$ cat config.mk
export PLATFORM = sky130hd
export DESIGN_NAME = flop_pipe_flat
export DESIGN_NICKNAME = d
export VERILOG_FILES = /design/src/rtl/flop_pkg.sv /design/src/rtl/flop_pipe_if.sv /design/src/rtl/flop_stage.sv /design/src/rtl/flop_pipe.sv /design/src/flat_wrapper.sv
export SDC_FILE = /design/constraint.sdc
export NUM_CORES = 1
export LEC_CHECK = 0
export ABC_CLOCK_PERIOD_IN_PS = 1500
export BUFFER_PORTS_ARGS = -buffer_cell sky130_fd_sc_hd__buf_2
export CAP_MARGIN = 20
export CORE_AREA = 3 3 40 42
export CTS_CLUSTER_DIAMETER = 60
export DETAILED_ROUTE_END_ITERATION = 12
export DIE_AREA = 0 0 43 45
export GPL_TIMING_DRIVEN = 0
export PLACE_DENSITY = 0.59
export REMOVE_ABC_BUFFERS = 1
export SLEW_MARGIN = 20
export SYNTH_ARGS = -nofsm -noshare
export SYNTH_HDL_FRONTEND = slang
export SYNTH_SLANG_ARGS = --single-unit
$ cat constraint.sdc
create_clock -name clk -period 1.5 [get_ports clk]
set_clock_uncertainty 0.1 [all_clocks]
set_input_delay 0.3 -clock clk [delete_from_list [all_inputs] [get_ports clk]]
set_output_delay 0.3 -clock clk [all_outputs]
set_load 0.02 [all_outputs]
$ cat src/rtl/flop_pkg.sv
// flop_pkg: shared defaults and helpers for the flop_pipe register pipeline.
package flop_pkg;

  localparam int FLOP_DEF_WIDTH = 4;
  localparam int FLOP_DEF_DEPTH = 2;

  // Width needed to hold an occupancy value in the range 0..depth.
  function automatic int cnt_w(input int depth);
    return $clog2(depth + 1);
  endfunction

endpackage

$ cat src/rtl/flop_pipe_if.sv
// flop_pipe_if: upstream/downstream handshake bundle for flop_pipe.
// master = the environment around the pipe, slave = the pipe itself.
interface flop_pipe_if
  import flop_pkg::*;
#(
  parameter int WIDTH = FLOP_DEF_WIDTH,
  parameter int DEPTH = FLOP_DEF_DEPTH
);
  localparam int CW = cnt_w(DEPTH);

  logic             flush;
  logic             in_valid;
  logic             in_ready;
  logic [WIDTH-1:0] in_data;
  logic             out_valid;
  logic             out_ready;
  logic [WIDTH-1:0] out_data;
  logic [CW-1:0]    count;

  modport master (
    output flush, in_valid, in_data, out_ready,
    input  in_ready, out_valid, out_data, count
  );

  modport slave (
    input  flush, in_valid, in_data, out_ready,
    output in_ready, out_valid, out_data, count
  );

endinterface

$ cat src/rtl/flop_stage.sv
// flop_stage: one valid+data register slot of flop_pipe.
// Data reset only exists when FLOP_PIPE_DATA_RST_EN is defined.
module flop_stage
  import flop_pkg::*;
#(
  parameter int               WIDTH     = FLOP_DEF_WIDTH,
  parameter logic [WIDTH-1:0] RESET_VAL = '0
) (
  input  logic             clk,
  input  logic             reset_n,
  input  logic             flush,
  input  logic             up_valid,
  input  logic [WIDTH-1:0] up_data,
  input  logic             dn_ready,
  output logic             valid,
  output logic [WIDTH-1:0] data,
  output logic             rdy
);

  // An empty slot always accepts; a full one only if its contents move on.
  assign rdy = !valid | dn_ready;

  // Valid bit: cleared by reset or flush, otherwise follows upstream when moving.
  always_ff @(posedge clk or negedge reset_n) begin
    if (!reset_n)   valid <= 1'b0;
    else if (flush) valid <= 1'b0;
    else if (rdy)   valid <= up_valid;
  end

`ifdef FLOP_PIPE_DATA_RST_EN
  // Data register with reset value; loads only real items.
  always_ff @(posedge clk or negedge reset_n) begin
    if (!reset_n)               data <= RESET_VAL;
    else if (rdy && up_valid)   data <= up_data;
  end
`else
  // Reset-free data register; contents are meaningless until valid is set.
  always_ff @(posedge clk) begin
    if (rdy && up_valid) data <= up_data;
  end

  logic unused_rst_val;
  assign unused_rst_val = ^RESET_VAL;
`endif

endmodule

$ cat src/rtl/flop_pipe.sv
// flop_pipe: DEPTH-stage, WIDTH-bit valid/ready register pipeline with
// bubble collapsing, synchronous flush and registered occupancy count.
// Optional: FLOP_PIPE_DATA_RST_EN gives the data registers a reset to RESET_VAL.
module flop_pipe
  import flop_pkg::*;
#(
  parameter int               WIDTH     = FLOP_DEF_WIDTH,
  parameter int               DEPTH     = FLOP_DEF_DEPTH,
  parameter logic [WIDTH-1:0] RESET_VAL = '0
) (
  input  logic       clk,
  input  logic       reset_n,
  flop_pipe_if.slave bus
);

  localparam int CW = cnt_w(DEPTH);

  if (DEPTH < 1) begin : g_bad_depth
    $error("flop_pipe: DEPTH must be >= 1");
  end

  logic [DEPTH-1:0]            vld_pipe;
  logic [DEPTH-1:0][WIDTH-1:0] dat_pipe;
  logic                        head_rdy;
  logic                        in_xfer;
  logic                        out_xfer;
  logic [CW-1:0]               cnt_q;
  logic [CW-1:0]               cnt_nxt;

  assign bus.in_ready  = head_rdy & !bus.flush;
  assign in_xfer       = bus.in_valid & bus.in_ready;
  assign bus.out_valid = vld_pipe[DEPTH-1];
  assign bus.out_data  = dat_pipe[DEPTH-1];
  assign out_xfer      = bus.out_valid & bus.out_ready;
  assign bus.count     = cnt_q;

  // Stage chain. The downstream-ready of stage i is the unrolled ready chain:
  // stage i+1 can take data unless every stage from i+1 to the output is
  // full and the output is stalled. Computing it from valids keeps the
  // chain free of self-referencing combinational vectors.
  for (genvar i = 0; i < DEPTH; i++) begin : g_stage
    logic             up_v;
    logic [WIDTH-1:0] up_d;
    logic             dn_r;
    logic             st_rdy;

    if (i == 0) begin : g_head
      assign up_v     = in_xfer;
      assign up_d     = bus.in_data;
      assign head_rdy = st_rdy;
    end else begin : g_body
      logic unused_rdy;
      assign up_v       = vld_pipe[i-1];
      assign up_d       = dat_pipe[i-1];
      assign unused_rdy = st_rdy;
    end

    if (i == DEPTH - 1) begin : g_tail
      assign dn_r = bus.out_ready;
    end else begin : g_mid
      assign dn_r = bus.out_ready | ~(&vld_pipe[DEPTH-1:i+1]);
    end

    flop_stage #(
      .WIDTH     (WIDTH),
      .RESET_VAL (RESET_VAL)
    ) u_stage (
      .clk      (clk),
      .reset_n  (reset_n),
      .flush    (bus.flush),
      .up_valid (up_v),
      .up_data  (up_d),
      .dn_ready (dn_r),
      .valid    (vld_pipe[i]),
      .data     (dat_pipe[i]),
      .rdy      (st_rdy)
    );
  end

  // Occupancy next-state: +1 on input-only, -1 on output-only, 0 on flush.
  always_comb begin
    cnt_nxt = cnt_q;
    if (bus.flush) begin
      cnt_nxt = '0;
    end else begin
      case ({in_xfer, out_xfer})
        2'b10:   cnt_nxt = cnt_q + CW'(1);
        2'b01:   cnt_nxt = cnt_q - CW'(1);
        default: cnt_nxt = cnt_q;
      endcase
    end
  end

  // Occupancy register; tracks the popcount of the stage valids.
  always_ff @(posedge clk or negedge reset_n) begin
    if (!reset_n) cnt_q <= '0;
    else          cnt_q <= cnt_nxt;
  end

endmodule
$ cat src/flat_wrapper.sv
// flat-port wrapper written by rule: the top's interface ports become plain ports
module flop_pipe_flat import flop_pkg::*;
#(
  parameter int               WIDTH     = FLOP_DEF_WIDTH,
  parameter int               DEPTH     = FLOP_DEF_DEPTH,
  parameter logic [WIDTH-1:0] RESET_VAL = '0
)
  (clk, reset_n, bus_flush, bus_in_valid, bus_in_data, bus_out_ready, bus_in_ready, bus_out_valid, bus_out_data, bus_count);
  flop_pipe_if #(.WIDTH(WIDTH), .DEPTH(DEPTH)) bus_i ();
  input  logic clk;
  input  logic reset_n;
  input wire logic [$bits(bus_i.flush)-1:0] bus_flush;
  input wire logic [$bits(bus_i.in_valid)-1:0] bus_in_valid;
  input wire logic [$bits(bus_i.in_data)-1:0] bus_in_data;
  input wire logic [$bits(bus_i.out_ready)-1:0] bus_out_ready;
  output wire logic [$bits(bus_i.in_ready)-1:0] bus_in_ready;
  output wire logic [$bits(bus_i.out_valid)-1:0] bus_out_valid;
  output wire logic [$bits(bus_i.out_data)-1:0] bus_out_data;
  output wire logic [$bits(bus_i.count)-1:0] bus_count;
  assign bus_i.flush = bus_flush;
  assign bus_i.in_valid = bus_in_valid;
  assign bus_i.in_data = bus_in_data;
  assign bus_i.out_ready = bus_out_ready;
  assign bus_in_ready = bus_i.in_ready;
  assign bus_out_valid = bus_i.out_valid;
  assign bus_out_data = bus_i.out_data;
  assign bus_count = bus_i.count;
  flop_pipe #(.WIDTH(WIDTH), .DEPTH(DEPTH), .RESET_VAL(RESET_VAL)) u_core (.clk(clk), .reset_n(reset_n), .bus(bus_i));
endmodule
==> impl_metrics.csv <==
group,metric,value,unit
hold_path,hold_path_depth,1,
hold_path,hp-start,"bus_in_data[1]",
grt,grt_pass1_vias,356,
yosys,synth_edf_count,8,
yosys,syn_area,468,um^2
yosys,synth_most_common_cell,"edfxtp_1",
clock_network,path_clk_slew,0.08,ns
yosys,post_synth.cell_area_avg,15.1,um^2
route,ant_nets,0,
power,power_leakage,0.283,nW
critical_path,rrSetupSlack,0.04,ns
status,outcome,"finished with violations",
grt,antenna_found_initial,0,
grt,grtUsageTotal,10.9,%
sta,rsz0062_at_grt,"true",
clock_network,clock_latency,0.27,ns
sta,fmax,0.652,GHz
final_layout,drive_gt1_share,48.1,%
route,drt-wirelength-per-cell,13.1,um
yosys,synth_area_leaders,"edfxtp_1, dfrtp_1, mux2_1",
hold_path,whs_endpoint,"u_core.g_stage[0].u_stage.data[1]$_DFFE_PP_",
route,drtIter0Drc,1,
floorplanning,die_y,45,um
final_layout,fin_util,49.2,%
final_layout,areaGrowthSynthToFinish,35.0,%
critical_path,cp-startpoint,"u_core.g_stage[1].u_stage.valid$_DFFE_PN0P_",
sta,setup_viol,1,
route,drc,0,
sta,worst_pin_slew,0.355,ns
clock_network,cts_htree_levels,1,
power,p_sw,157,uW
route,routed_wl,907,um
yosys,yosys_warnings,0,
floorplanning,core,0.00128,mm^2
route,vias,336,
clock_network,clock-sinks,12,
final_layout,nNetsFinal,64,
sta,worst_slack,-0.0336,ns
yosys,async_flop_share,33.3,%
power,ir_drop,0.544,mV
clock_network,ctsRootBufferMaster,"clkbuf_4",
sta,final.period_utilization,102,%
power,power_density,1060,mW/mm^2
clock_network,cts_tree,"yes",
sta,fin_setup_tns,-0.0336,ns
critical_path,worst_setup_path_end_kind,"primary output",
critical_path,reg2reg_depth,3,
yosys,synthTopCellsByCount,"edfxtp_1, nor2_1, dfrtp_1",
critical_path,worstPathArrival,1.13,ns
final_layout,num-fill-cells,115,
yosys,synth_cells,31,
floorplanning,io_pins,17,
critical_path,r2r_start,"u_core.g_stage[1].u_stage.valid$_DFFE_PN0P_",
yosys,ys.flop_type,"edfxtp_1",
power,pwr-share-clk,30.1,%
power,seqPwrFrac,57.2,%
yosys,yosys.area.top_type_share,51.3,%
clock_network,numCtsBuffers,3,
yosys,ys_ff_latch,12,
critical_path,start_kind,"flop",
floorplanning,initial_core_util,36.4,%
yosys,synthDistinctLibCells,13,
final_layout,multi_input_area,135,um^2
status,violations,"negative setup slack",
final_layout,regArea,340,um^2
flow_run,drv_cap,0,
clock_network,ctsLongestPathBuffers,2,
floorplanning,die-area,0.00194,mm^2
critical_path,worstPathMaxFanout,2,
power,p_int,514,uW
yosys,yosysTopAreaCell,"edfxtp_1",
grt,grt_max_degree,8,
grt,overflow,0,
power,share_comb_of_total_power,12.7,%
placement,place.gp.congestion,0.770,
floorplanning,die_w,43,um
floorplanning,num_rows,13,
sta,relSlewSlack,76.3,%
power,power,671,uW
sta,final_max_slew_viol_count,0,
grt,grt_pass1_wl,1.57,mm
hold_path,hp-class,"in -> reg",
sta,hold_violations,0,
critical_path,reg2reg_to,"u_core.g_stage[1].u_stage.data[2]$_DFFE_PP_",
final_layout,num_antenna_cells,0,
sta,fin_crit,1.53,ns
placement,place.port_buffers,16,
critical_path,cp.required,1.10,ns
yosys,yosysSeqAreaShare,72.7,%
route,firstDrtPassIters,2,
route,routed_via_density,4.87,
power,p_sw_share,23.3,%
critical_path,path_class,"reg -> out",
-- cells in the final DEF (no fill, tap or decap) --
cell,Yosys,final
buf_2,0,15
edfxtp_1,8,8
nor2_1,5,5
dfrtp_1,4,4
nor2b_1,3,3
clkbuf_4,0,3
mux2_1,2,2
a21oi_1,2,2
buf_4,0,2
and2b_2,0,1
a21oi_2,1,1
and2_2,1,1
o21ai_1,1,1
and4bb_1,1,1
a31oi_2,0,1
and3b_2,1,1
clkbuf_1,0,1
dlygate4sd3_1,0,1
buf_6,0,1
-- kinds of logic after synthesis --
kind of cell	synth area share (%)
AO/OA/AOI/OAI	6.42
flip-flops	72.7
multiplexers	4.81
AND/OR/NAND/NOR	16.0
-- power by group through the flow --
stage	logic [mW]	registers, mW	clock network, mW
after floorplan	0.0273	0.404	0
after global placement	0.0723	0.389	0
after detailed placement	0.0759	0.391	0
after CTS	0.0835	0.383	0.206
final	0.0852	0.384	0.202
after global routing	0.0932	0.386	0.219
-- per-stage QoR --
stage	cell area, um^2	cells	worst slack, ns	hold slack (ns)
6_report	632	69	-0.0336	0.0982
5_1_grt	632	69	-0.0923	0.100
2_1_floorplan	468	31	-0.0868	-0.0956
3_3_place_gp	567	62	0.140	0.00731
4_1_cts	622	69	-0.0262	0.0968
3_5_place_dp	567	62	0.100	0.00851
-- area by class of cell --
type	count	share of cell area, %
clock buffer	4	4.16
multi-input combinational	19	21.4
sequential	12	53.9
tap	15	2.97
timing repair buffer	19	17.6
-- state kept, by name, summed over array words and instances (netlist names) --
| name | count |
|---|---|
| u_core.g_stage.u_stage.data | 8 |
| u_core.bus.count | 2 |
| u_core.g_stage.u_stage.valid | 2 |
-- critical path: stages, from the launching register on --
cell and delay, ns:
dfrtp_1 0.38, and2b_2 0.21, a21oi_2 0.14, buf_6 0.13
-- repair_timing --
item                                   4_1_cts  5_1_grt
gates resized for setup                      2        2
endpoints found under the hold margin        4        0
hold buffers                                 1        0
pin swaps                                    1        0
setup buffers                                2        0
setup endpoints to repair                    1        6
-- worst max path at each step --
stage / end / slack (ns) / cells past startpoint
floorplan: u_core.g_stage[0].u_stage.data[0]$_DFFE_PP_ / -0.09 / 3
global placement: u_core.g_stage[0].u_stage.data[2]$_DFFE_PP_ / 0.14 / 4
detailed placement: u_core.g_stage[1].u_stage.data[2]$_DFFE_PP_ / 0.10 / 3
CTS: bus_in_ready / -0.03 / 3
global route: bus_in_ready / -0.09 / 3
finish: bus_in_ready / -0.03 / 3
-- layer usage --
layer	share of wire, %	vias up	track usage (%)
li1	-	162	-
met1	38	160	11.7
met2	54	12	20.7
met3	6.3	2	2.79
met4	2.1	0	3.61
met5	0	-	0
No activity file was read; power rests on OpenSTA's default activity.
